<file path="src/rtl/mdu_pkg.sv">
// Shared encodings for the HI/LO multiply/divide sequencer.
package mdu_pkg;

   localparam int MDU_WIDTH = 32;

   typedef enum logic [1:0] {
      OP_MULTU = 2'b00,
      OP_DIVU  = 2'b01,
      OP_MTHI  = 2'b10,
      OP_MTLO  = 2'b11
   } op_e;

   typedef enum logic [1:0] {
      ST_IDLE = 2'b00,
      ST_MUL  = 2'b01,
      ST_DIV  = 2'b10,
      ST_DONE = 2'b11
   } state_e;

   typedef enum logic {
      MODE_MUL = 1'b0,
      MODE_DIV = 1'b1
   } mode_e;

endpackage

</file>
<file path="src/rtl/mult_div_sequencer_if.sv">
// Request/response bundle between the EX stage and the HI/LO sequencer.
interface mult_div_sequencer_if #(
   parameter int WIDTH = mdu_pkg::MDU_WIDTH
);
   logic             start;
   logic [1:0]       op;
   logic [WIDTH-1:0] A;
   logic [WIDTH-1:0] B;
   logic             read_hilo;
   logic             busy;
   logic             done;
   logic             stall_req;
   logic             div_zero;
   logic [WIDTH-1:0] hi;
   logic [WIDTH-1:0] lo;

   modport master (
      output start, op, A, B, read_hilo,
      input  busy, done, stall_req, div_zero, hi, lo
   );

   modport slave (
      input  start, op, A, B, read_hilo,
      output busy, done, stall_req, div_zero, hi, lo
   );
endinterface

</file>
<file path="src/rtl/mdu_step.sv">
// One iteration of shift-add multiply or restoring divide.
// MUL: acc + (lsb ? operand : 0); acc_o is the sum shifted right, bit_o drops
//      into the top of the low half of the product.
// DIV: {acc, lsb} trial-subtracts operand; bit_o is the quotient bit.
module mdu_step
   import mdu_pkg::*;
#(
   parameter int WIDTH = MDU_WIDTH
) (
   input  logic [WIDTH-1:0] acc_i,
   input  logic             lsb_i,
   input  logic [WIDTH-1:0] operand_i,
   input  mode_e            mode_i,
   output logic [WIDTH-1:0] acc_o,
   output logic             bit_o
);

   logic [WIDTH:0]   sum;
   logic [WIDTH:0]   shifted;
   logic             no_borrow;
   logic [WIDTH-1:0] diff;

   // Both datapaths are evaluated; mode picks which one feeds the registers.
   always_comb begin
      sum       = {1'b0, acc_i} + (lsb_i ? {1'b0, operand_i} : '0);
      shifted   = {acc_i, lsb_i};
      no_borrow = shifted[WIDTH] | (shifted[WIDTH-1:0] >= operand_i);
      // When no borrow occurs the true difference is below operand, so the
      // low WIDTH bits of the modulo subtraction are exact.
      diff      = shifted[WIDTH-1:0] - operand_i;
      acc_o     = sum[WIDTH:1];
      bit_o     = sum[0];
      if (mode_i == MODE_DIV) begin
         bit_o = no_borrow;
         acc_o = no_borrow ? diff : shifted[WIDTH-1:0];
      end
   end

endmodule

</file>
<file path="src/rtl/mult_div_sequencer.sv">
// Multi-cycle MULTU/DIVU sequencer plus MTHI/MTLO; owns HI/LO and stalls the
// pipeline while a result is pending.
module mult_div_sequencer
   import mdu_pkg::*;
#(
   parameter int WIDTH = MDU_WIDTH,
   parameter int CNT_W = 6
) (
   input  logic                 clk,
   input  logic                 reset,
   mult_div_sequencer_if.slave  bus
);

   state_e           state_q, state_d;
   logic [CNT_W-1:0] count_q, count_d;
   logic [WIDTH-1:0] hi_q, hi_d;
   logic [WIDTH-1:0] lo_q, lo_d;
   logic             dz_q, dz_d;
   // acc holds product-high / remainder, low holds multiplier / dividend
   // shifting out while product-low / quotient shifts in.
   logic [WIDTH-1:0] acc_q, acc_d;
   logic [WIDTH-1:0] low_q, low_d;
   logic [WIDTH-1:0] opnd_q, opnd_d;

   op_e              op_w;
   mode_e            step_mode;
   logic             step_lsb;
   logic [WIDTH-1:0] step_acc;
   logic             step_bit;
   logic [WIDTH-1:0] low_next;

   assign op_w      = op_e'(bus.op);
   assign step_mode = (state_q == ST_DIV) ? MODE_DIV : MODE_MUL;
   assign step_lsb  = (state_q == ST_DIV) ? low_q[WIDTH-1] : low_q[0];
   assign low_next  = (state_q == ST_DIV) ? {low_q[WIDTH-2:0], step_bit}
                                          : {step_bit, low_q[WIDTH-1:1]};

   mdu_step #(.WIDTH(WIDTH)) u_step (
      .acc_i     (acc_q),
      .lsb_i     (step_lsb),
      .operand_i (opnd_q),
      .mode_i    (step_mode),
      .acc_o     (step_acc),
      .bit_o     (step_bit)
   );

   // State, counter, HI/LO and working registers.
   always_ff @(posedge clk or negedge reset) begin
      if (!reset) begin
         state_q <= ST_IDLE;
         count_q <= '0;
         hi_q    <= '0;
         lo_q    <= '0;
         dz_q    <= 1'b0;
         acc_q   <= '0;
         low_q   <= '0;
         opnd_q  <= '0;
      end else begin
         state_q <= state_d;
         count_q <= count_d;
         hi_q    <= hi_d;
         lo_q    <= lo_d;
         dz_q    <= dz_d;
         acc_q   <= acc_d;
         low_q   <= low_d;
         opnd_q  <= opnd_d;
      end
   end

   // Next-state: accept requests in IDLE, iterate in MUL/DIV, one DONE cycle.
   always_comb begin
      state_d = state_q;
      count_d = count_q;
      hi_d    = hi_q;
      lo_d    = lo_q;
      dz_d    = dz_q;
      acc_d   = acc_q;
      low_d   = low_q;
      opnd_d  = opnd_q;
      unique case (state_q)
         ST_IDLE: begin
            if (bus.start) begin
               dz_d = 1'b0;
               unique case (op_w)
                  OP_MTHI: hi_d = bus.A;
                  OP_MTLO: lo_d = bus.A;
                  OP_MULTU: begin
                     acc_d   = '0;
                     low_d   = bus.B;
                     opnd_d  = bus.A;
                     count_d = CNT_W'(WIDTH);
                     state_d = ST_MUL;
                  end
                  OP_DIVU: begin
                     if (bus.B == '0) begin
                        hi_d    = bus.A;
                        lo_d    = '1;
                        dz_d    = 1'b1;
                        state_d = ST_DONE;
                     end else begin
                        acc_d   = '0;
                        low_d   = bus.A;
                        opnd_d  = bus.B;
                        count_d = CNT_W'(WIDTH);
                        state_d = ST_DIV;
                     end
                  end
               endcase
            end
         end
         ST_MUL, ST_DIV: begin
            acc_d   = step_acc;
            low_d   = low_next;
            count_d = count_q - CNT_W'(1);
            if (count_q == CNT_W'(1)) begin
               hi_d    = step_acc;
               lo_d    = low_next;
               state_d = ST_DONE;
            end
         end
         ST_DONE: state_d = ST_IDLE;
      endcase
   end

   assign bus.busy      = (state_q == ST_MUL) || (state_q == ST_DIV);
   assign bus.done      = (state_q == ST_DONE);
   assign bus.stall_req = bus.busy & (bus.read_hilo | bus.start);
   assign bus.div_zero  = dz_q;
   assign bus.hi        = hi_q;
   assign bus.lo        = lo_q;

endmodule

</file>
<file path="src/flat_wrapper.sv">
// flat-port wrapper written by rule: the top's interface ports become plain ports
module mult_div_sequencer_flat import mdu_pkg::*;
#(
   parameter int WIDTH = MDU_WIDTH,
   parameter int CNT_W = 6
)
  (clk, reset, bus_start, bus_op, bus_A, bus_B, bus_read_hilo, bus_busy, bus_done, bus_stall_req, bus_div_zero, bus_hi, bus_lo);
  mult_div_sequencer_if #(.WIDTH(WIDTH)) bus_i ();
  input  logic clk;
  input  logic reset;
  input wire logic [$bits(bus_i.start)-1:0] bus_start;
  input wire logic [$bits(bus_i.op)-1:0] bus_op;
  input wire logic [$bits(bus_i.A)-1:0] bus_A;
  input wire logic [$bits(bus_i.B)-1:0] bus_B;
  input wire logic [$bits(bus_i.read_hilo)-1:0] bus_read_hilo;
  output wire logic [$bits(bus_i.busy)-1:0] bus_busy;
  output wire logic [$bits(bus_i.done)-1:0] bus_done;
  output wire logic [$bits(bus_i.stall_req)-1:0] bus_stall_req;
  output wire logic [$bits(bus_i.div_zero)-1:0] bus_div_zero;
  output wire logic [$bits(bus_i.hi)-1:0] bus_hi;
  output wire logic [$bits(bus_i.lo)-1:0] bus_lo;
  assign bus_i.start = bus_start;
  assign bus_i.op = bus_op;
  assign bus_i.A = bus_A;
  assign bus_i.B = bus_B;
  assign bus_i.read_hilo = bus_read_hilo;
  assign bus_busy = bus_i.busy;
  assign bus_done = bus_i.done;
  assign bus_stall_req = bus_i.stall_req;
  assign bus_div_zero = bus_i.div_zero;
  assign bus_hi = bus_i.hi;
  assign bus_lo = bus_i.lo;
  mult_div_sequencer #(.WIDTH(WIDTH), .CNT_W(CNT_W)) u_core (.clk(clk), .reset(reset), .bus(bus_i));
endmodule
</file>
<file path="config.mk">
export PLATFORM = sky130hd
export DESIGN_NAME = mult_div_sequencer_flat
export DESIGN_NICKNAME = d
export VERILOG_FILES = /design/src/rtl/mdu_pkg.sv /design/src/rtl/mult_div_sequencer_if.sv /design/src/rtl/mdu_step.sv /design/src/rtl/mult_div_sequencer.sv /design/src/flat_wrapper.sv
export SDC_FILE = /design/constraint.sdc
export NUM_CORES = 1
export LEC_CHECK = 0
export ABC_CLOCK_PERIOD_IN_PS = 7900
export CAP_MARGIN = 20
export CORE_AREA = 8 8 190 192
export CTS_CLUSTER_SIZE = 14
export DETAILED_ROUTE_END_ITERATION = 10
export DIE_AREA = 0 0 198 200
export PLACE_DENSITY = 0.66
export SLEW_MARGIN = 5
export SYNTH_ARGS = -nofsm -noshare
export SYNTH_HDL_FRONTEND = slang
export SYNTH_HIERARCHICAL = 1
export SYNTH_SLANG_ARGS = --single-unit
</file>
<file path="constraint.sdc">
create_clock -name clk -period 7.9 [get_ports clk]
set_input_delay 2.37 -clock clk [delete_from_list [all_inputs] [get_ports clk]]
set_output_delay 2.37 -clock clk [all_outputs]
set_load 0.01 [all_outputs]
</file>
==> flow_metrics.tcl <==
set metrics [dict create \
    fmax_mhz 169 \
    antenna_found_initial 1 \
    p_int_mw 3.92 \
    track_usage 0.202 \
    num_antenna_cells 0 \
    p_seq_frac 0.209 \
    htree_levels 4 \
    cts_sinks 169 \
    setup_tns_ns 0 \
    powerDensity_nw_per_um2 494 \
    drc 0 \
    irDropWorstVdd_mv 0.373 \
    cap_violations 0 \
    post_cts_resized 0 \
    yosysWarnings 6 \
    post-synth-top-count-cell "nand2_1" \
    r2r_slack_ns 2.57 \
    synth_commonest_cells "nand2_1, o21ai_0, dfrtp_1" \
    fp.coreArea_um2 33100 \
    rr_startpoint "u_core/state_q[0]" \
    clk_pin_slew_ns 0.07 \
    post_drt_wl_per_cell_um 18.4 \
    cp-start-kind "input pin" \
    grt_pass1_wl_mm 64.0 \
    critPathKind "in2out" \
    synthArstFlopShare 1.00 \
    run_status "complete, no violations" \
    cts_buffer_depth 2 \
    reg2reg_depth 17 \
    fin_crit_sh 0.751 \
    synth_cells 1638 \
    postRouteAntennaNets 0 \
    yosys.area.top_type "dfrtp_1" \
    busiest_layer "met2" \
    cts_tree "done" \
    hold_viol 0 \
    ys_types 87 \
    synth_fp_nets 1780 \
    syn_avg_cell_area_um2 7.98 \
    dieArea_um2 39600 \
    layout_setup_ws_ns 1.97 \
    min_path_cells 2 \
    crit_start "bus_start" \
    fin_skew_ns 0.0163 \
    layout-drive-gt1-share 0.0697 \
    first_pass_iters 7 \
    rsz0062_at_grt "no" \
    comb_power_share 0.673 \
    numCtsBuffers 17 \
    ys_seq_elements 169 \
    swShare 0.485 \
    end_kind "primary output" \
    grtUsageMet3 0.0365 \
    crit_path_max_incr_delay_ns 0.55 \
    routed_wl_mm 40.1 \
    grt_pass1_vias 11600 \
    gp_congestion 0.931 \
    hpwlAfterDp_mm 29.9 \
    die_w_um 198 \
    drtIter0Drc 1086 \
    via_per_inst 5.56 \
    required_ns 5.53 \
    tightest_slew_ns 0.963 \
    area_growth_pct 17.7 \
    hold_end "u_core/opnd_q[4]" \
    leakage_nw 7.11 \
    vias 12100 \
    crit_chain "clkdlybuf4s50_1, nor2_1, nor2_1, clkdlybuf4s50_1" \
    hp-start "u_core/opnd_q[4]" \
    post-cts-setup-buffer-count 0 \
    finalNetCount 1864 \
    postCtsHoldBufs 0 \
    power_mw 7.60 \
    synthFlopType "dfrtp_1" \
    portBuffers 137 \
    p_switching_mw 3.68 \
    slowest_stage "clkdlybuf4s50_1" \
    min_path_type "reg2reg" \
    crit_arrival_ns 3.56 \
    met2_usage 0.316 \
    grt_max_degree 90 \
    pre_cts_slack_ns 1.97 \
    clock-root-buffer "clkbuf_16" \
    clk_latency_ns 0.44 \
    ys_seq_area_frac 0.324 \
    met1_usage 0.283 \
    cp_max_fo 3 \
    slew_headroom 0.358 \
    clkPwrFrac 0.117 \
    die_h_um 200 \
    netlist_area_um2 13100 \
    synth_edf_count 0 \
    initial_core_util 0.395 \
    row_count 67 \
    finalSetupViolations 0 \
    pin_count 138 \
    netlist.area_leader.share 0.324 \
    synth_area_leaders "dfrtp_1, o21ai_0, ha_1" \
    grt_overflow_total 0 \
    finalCriticalPeriod_ns 5.93 \
    r2r-end "u_core/bus.hi[31]" \
    maxSlewViolCount 0 \
]
power by group through the flow:
stage | clock [mW] | sequential, mW | combinational, mW
floorplan | 0 | 1.58 | 3.64
global placement | 0 | 1.60 | 4.93
detailed placement | 0 | 1.61 | 5.01
CTS | 0.907 | 1.60 | 5.05
global route | 0.942 | 1.64 | 5.63
finish | 0.891 | 1.59 | 5.12
critical path: cells and delay by family:
family	cells	cell delay, ns
buffers and inverters	2	1.05
and+or+nand+nor	2	0.14
area by class of cell:
cell class	instances	area (um2)
Clock inverter	10	140
Tap cell	448	561
Inverter	115	432
Clock buffer	22	474
Sequential cell	169	4230
Timing Repair Buffer	152	1530
Fill cell	3254	17700
Multi-Input combinational cell	1267	8020
per-stage QoR:
stage	cells	util	hold slack [ns]	instance area (um2)
6_report	2183	0.464	0.480	15400
4_1_cts	2181	0.463	0.485	15300
2_1_floorplan	1638	-	0.448	13100
3_3_place_gp	2149	0.444	0.464	14700
3_5_place_dp	2149	0.444	0.470	14700
5_1_grt	2183	0.464	0.509	15400
per-layer routing:
| metal | up-vias | wire length [um] |
|---|---|---|
| met5 | - | 12 |
| met4 | 2 | 704 |
| met3 | 43 | 2590 |
| li1 | 5905 | - |
| met2 | 395 | 17900 |
| met1 | 5788 | 18800 |
state kept, by name, indices dropped and copies added, names as in the netlist:
signal,count
u_core/count_q,6
u_core/bus.lo,32
u_core/low_q,32
u_core/bus.div_zero,1
u_core/acc_q,32
u_core/state_q,2
u_core/opnd_q,32
u_core/bus.hi,32
logic make-up (layout without fill, tap and decap cells):
group                      Yosys count  in the layout  share of synthesized area
and+or+nand+nor                    516            516                      0.177
buffers and inverters              202            299                     0.0667
muxes                              109            109                     0.0956
adders and majority gates           72             72                     0.0701
AOI/OAI and AO/OA                  531            531                      0.241
DFF                                169            169                      0.324
xor gates and xnor gates            39             39                     0.0261
worst max path at each step:
stage,to,cells past startpoint
final,bus_stall_req,4
after global routing,bus_stall_req,4
after CTS,bus_stall_req,4
after detailed placement,bus_stall_req,4
after global placement,bus_stall_req,4
after floorplan,bus_stall_req,2
placed cells by master (no fill, tap or decap), drive strengths merged, types with 12 or more instances in the layout:
cell type and n:
nand2 230, clkbuf 22, dfrtp 169, a211oi 12
a21o 29, xor2 18, nor4 12, nor3 19
mux2 36, nor2 165, clkdlybuf4s50 136, inv 115
a31oi 13, xnor2 21, a21oi 145, mux2i 73
nand3 25, buf 16, o21ai 248, nand4 13
ha 70
(Power assumes the default switching activity.)
